### src/rtl/cpu_pkg.sv
// Shared CPU definitions: datapath widths, stack depth and the call/return
// opcodes the control unit decodes into push/pop for pila_retorno.
package cpu_pkg;

    localparam int PC_WIDTH    = 10;
    localparam int STACK_DEPTH = 8;

    typedef enum logic [3:0] {
        OP_ALU  = 4'h0,
        OP_LOAD = 4'h1,
        OP_STOR = 4'h2,
        OP_BEQ  = 4'h3,
        OP_JMP  = 4'h4,
        OP_JAL  = 4'h5,
        OP_RET  = 4'h6
    } opcode_t;

    // Control-unit helpers: a jal saves PC+1, a ret consumes the saved top.
    function automatic logic is_call(input opcode_t op);
        return op == OP_JAL;
    endfunction

    function automatic logic is_return(input opcode_t op);
        return op == OP_RET;
    endfunction

endpackage

### src/rtl/pila_retorno.sv
// Return-address stack feeding the next-PC mux. Optional sticky ovf/udf
// error flags are built only when PILA_RETORNO_ERR_EN is defined.
module pila_retorno
    import cpu_pkg::*;
#(
    parameter int WIDTH = PC_WIDTH,
    parameter int DEPTH = STACK_DEPTH
) (
    input  logic                       clk,
    input  logic                       reset,
    input  logic                       push,
    input  logic                       pop,
    input  logic [WIDTH-1:0]           d,
    output logic [WIDTH-1:0]           q,
    output logic                       empty,
    output logic                       full,
`ifdef PILA_RETORNO_ERR_EN
    output logic                       ovf,
    output logic                       udf,
`endif
    output logic [$clog2(DEPTH+1)-1:0] nivel
);

    localparam int LW = $clog2(DEPTH + 1);
    localparam int AW = $clog2(DEPTH);
    localparam logic [LW-1:0] ONE     = LW'(1);
    localparam logic [LW-1:0] SP_FULL = LW'(DEPTH);

    logic [WIDTH-1:0] mem [DEPTH];
    logic [LW-1:0]    sp;
    logic [LW-1:0]    sp_nxt;
    logic             wr_en;
    logic [AW-1:0]    wr_idx;

    assign empty = (sp == '0);
    assign full  = (sp == SP_FULL);
    assign nivel = sp;
    assign q     = empty ? '0 : mem[AW'(sp - ONE)];

    always_comb begin
        // NOTE: every output of this block gets a default first, so no path leaves one unassigned and no latch is inferred.
        wr_en  = 1'b0;
        wr_idx = AW'(sp);
        sp_nxt = sp;
        if (push && pop) begin
            // Replace the top; on an empty stack the pop is dropped and the push lands in slot 0.
            wr_en = 1'b1;
            if (empty) begin
                wr_idx = '0;
                sp_nxt = ONE;
            end else begin
                wr_idx = AW'(sp - ONE);
            end
        end else if (push) begin
            if (!full) begin
                wr_en  = 1'b1;
                sp_nxt = sp + ONE;
            end
        end else if (pop) begin
            if (!empty) begin
                sp_nxt = sp - ONE;
            end
        end
    end

    always_ff @(posedge clk) begin
        // NOTE: state registers use non-blocking assignments so every flop samples pre-edge values.
        if (reset) begin
            sp <= '0;
        end else begin
            sp <= sp_nxt;
        end
    end

    // NOTE: the entry array has no reset; stale entries are hidden by sp/empty, so clearing them would only cost logic.
    always_ff @(posedge clk) begin
        if (wr_en && !reset) begin
            mem[wr_idx] <= d;
        end
    end

`ifdef PILA_RETORNO_ERR_EN
    logic ovf_ev;
    logic udf_ev;

    assign ovf_ev = push && !pop && full;
    assign udf_ev = pop && empty;

    always_ff @(posedge clk) begin
        if (reset) begin
            ovf <= 1'b0;
            udf <= 1'b0;
        end else begin
            if (ovf_ev) ovf <= 1'b1;
            if (udf_ev) udf <= 1'b1;
        end
    end
`endif

endmodule

### config.mk
export PLATFORM = sky130hd
export DESIGN_NAME = pila_retorno
export DESIGN_NICKNAME = d
export VERILOG_FILES = /design/src/rtl/cpu_pkg.sv /design/src/rtl/pila_retorno.sv
export SDC_FILE = /design/constraint.sdc
export NUM_CORES = 1
export LEC_CHECK = 0
export CELL_PAD_IN_SITES_DETAIL_PLACEMENT = 0
export CELL_PAD_IN_SITES_GLOBAL_PLACEMENT = 1
export CORE_MARGIN = 1
export CORE_UTILIZATION = 52
export DETAILED_ROUTE_END_ITERATION = 16
export PLACE_DENSITY_LB_ADDON = 0.2
export SETUP_SLACK_MARGIN = 0.02
export SYNTH_ARGS = -nofsm -noshare
export SYNTH_HDL_FRONTEND = slang
export SYNTH_SLANG_ARGS = --single-unit
### constraint.sdc
create_clock -name clk -period 5.5 [get_ports clk]
set_clock_uncertainty 0.1 [all_clocks]
set_input_delay 1.1 -clock clk [delete_from_list [all_inputs] [get_ports clk]]
set_output_delay 1.1 -clock clk [all_outputs]
set_load 0.005 [all_outputs]
==> metrics.yaml <==
outcome: "finished with violations"
violations: "design-rule violations"
synth_compound_area_share_pct: 4.103
cts.sinks: 84
critPathKind: "flop to primary output"
fill_cells: 491
p_leak_nw: 1.377
drcViolationCount: 2
cp-end-kind: "primary output"
stdcell_area_sq_um: 4172
regToRegSetupSlack_ns: 2.02
finalNetCount: 268
start_kind: "flop"
synth_area_sq_um: 3537
critical_path_peak_fanout: 23
die_h_um: 84.48
routedWlPerCell_um: 19.77
grt_pass1_vias: 1956
tightest_slew_ns: 1.110
area_delta_synth_final_pct: 17.93
maxCapViolations: 0
grt_pass1_wl_um: 10480
root_buffer: "clkbuf_8"
placed_cell_area_sq_um: 3949
antenna_found_initial: 0
final_util_pct: 64.59
drt-total-wl_um: 6585
finalPower_mw: 1.685
async_reset_ff_share_pct: 0
grt-ovfl-total: 0
synth_edf_count: 80
avgViaCountPerCell: 5.910
hold_class: "flop to flop"
clk-insertion-delay-late_ns: 0.34
drt_iter0_drc: 154
synth_xor_area_share_pct: 0.7428
ys.flop_type: "edfxtp_1"
place_congestion: 0.7197
synth_top_family_by_area: "multiplexers"
grtUsageTotal_pct: 20.47
num_vias: 1968
numCtsBuffers: 9
finalCriticalPeriod_ns: 4.323
cts_tree: "yes"
drv_slew: 0
ys_top_cells_by_area: "edfxtp_1, mux4_2, nand2_1"
wl_met2_um: 3099
p_per_area_nw_per_um2: 404.0
grt_max_degree: 28
dr_wl_met3_um: 309
final_common_cell: "edfxtp_1"
cts_setup_buffers: 0
portBuffers: 29
wl_met1_um: 3100
cts.hold.buffers_added: 0
rows: 29
final_cell_mix: "edfxtp_1, clkdlybuf4s50_1, nand2_1"
highest-signal-layer: "met4"
drive_above_1_share_pct: 18.36
fin_cells: 333
synth_fa_ha_area_share_pct: 1.061
multiInputGateArea_sq_um: 985.9
fmax_mhz: 231.3
yosys.area_share.simple_pct: 7.676
muxShareOfSynthArea_pct: 14.15
dp_hpwl_um: 4058
slew_headroom_pct: 25.67
dieWidth_um: 84.48
period_share_pct: 78.60
io_pins: 30
ys_types: 34
slowest_stage: "ha_1"
core_sq_um: 6459
grt_setup_unrepaired: "no"
seq_area_frac_synth_pct: 70.18
cts_buffer_depth: 2
synth_top_cell_by_area: "edfxtp_1"
arrival_ns: 3.12
start_util_pct: 54.77
crit_chain: "inv_1 > ha_1 > mux4_2 > nand2_1 > a21oi_1 > clkdlybuf4s50_1"
vdd_ir_drop_max_uv: 228.2
synth_warnings: 0
setup_viol: 0
syn_nets: 227
finalHoldViolations: 0
diodes: 0
cts_resized: 0
syn_avg_cell_area_sq_um: 16.84
ys_ff_latch: 84
dp.cells: 317
ant_nets: 0
firstDrtPassIters: 10
crit_required_ns: 4.30
die_area_sq_um: 7136
clkTransAtPathRegs_ns: 0.09
register_area_sq_um: 2482
tns_ns: 0
cts_max_level: 3
critPathMaxStageDelay_ns: 0.98
yosysTopAreaCellShare_pct: 67.92
synthesis.instances: 210
logic make-up after synthesis:
logic type	Yosys count
buf+inv	14
flops	84
xor+xnor	3
compound gates	26
mux	24
simple gates	56
fa+ha+maj	3
layout make-up:
type | count | share of cell area [%]
clock buffers | 9 | 2.969
inverters | 5 | 0.4499
well taps | 77 | 2.310
repair buffers | 39 | 8.758
clock inverters | 7 | 2.370
flip-flops and latches | 84 | 59.51
multi-input cells | 112 | 23.64
synth_stat cells, types with 3 or more instances:
master and count:
edfxtp_1 80, nand2_1 26, mux4_2 18, a21oi_1 17
nor3_1 13, inv_1 5, o21ai_0 5, dfxtp_1 4
buf_4 3, ha_1 3
path summary, 6_finish.rpt:
kind	startpoint	endpoint	depth (start not counted)
worst max-delay path	nivel[1]	q[6]	6
worst min-delay path	nivel[3]	nivel[3]	2
worst max register to register	nivel[1]	mem[0][1]	6
worst min register to register	nivel[3]	nivel[3]	2
registers in the layout, indices dropped and copies added, names as in the netlist:
register,flops
nivel,4
mem,80
critical path, delay by kind of cell, from the launching register on:
family / cells / cell delay (ns)
fa+ha+maj: 1 / 0.98
buf+inv: 2 / 0.65
flops: 1 / 0.47
mux: 1 / 0.36
compound gates: 1 / 0.24
simple gates: 1 / 0.06
power breakdown:
group / internal (mW) / switching, mW
Combinational: 0.228 / 0.228
Clock: 0.259 / 0.226
Sequential: 0.729 / 0.0154
metal layers:
layer / up-vias / global-route usage, %
met5: - / 0
met4: 0 / 7.396
met3: 8 / 3.147
met2: 53 / 31.30
met1: 997 / 30.55
li1: 910 / -
metrics by stage:
| stage | setup WS [ns] | hold WS, ns |
|---|---|---|
| after floorplan | 2.298 | 0.4615 |
| after CTS | 1.161 | 0.5337 |
| after detailed placement | 1.372 | 0.5186 |
| after global placement | 1.377 | 0.4985 |
| after global routing | 1.011 | 0.5820 |
| final | 1.177 | 0.5271 |
(Power assumes the default switching activity.)
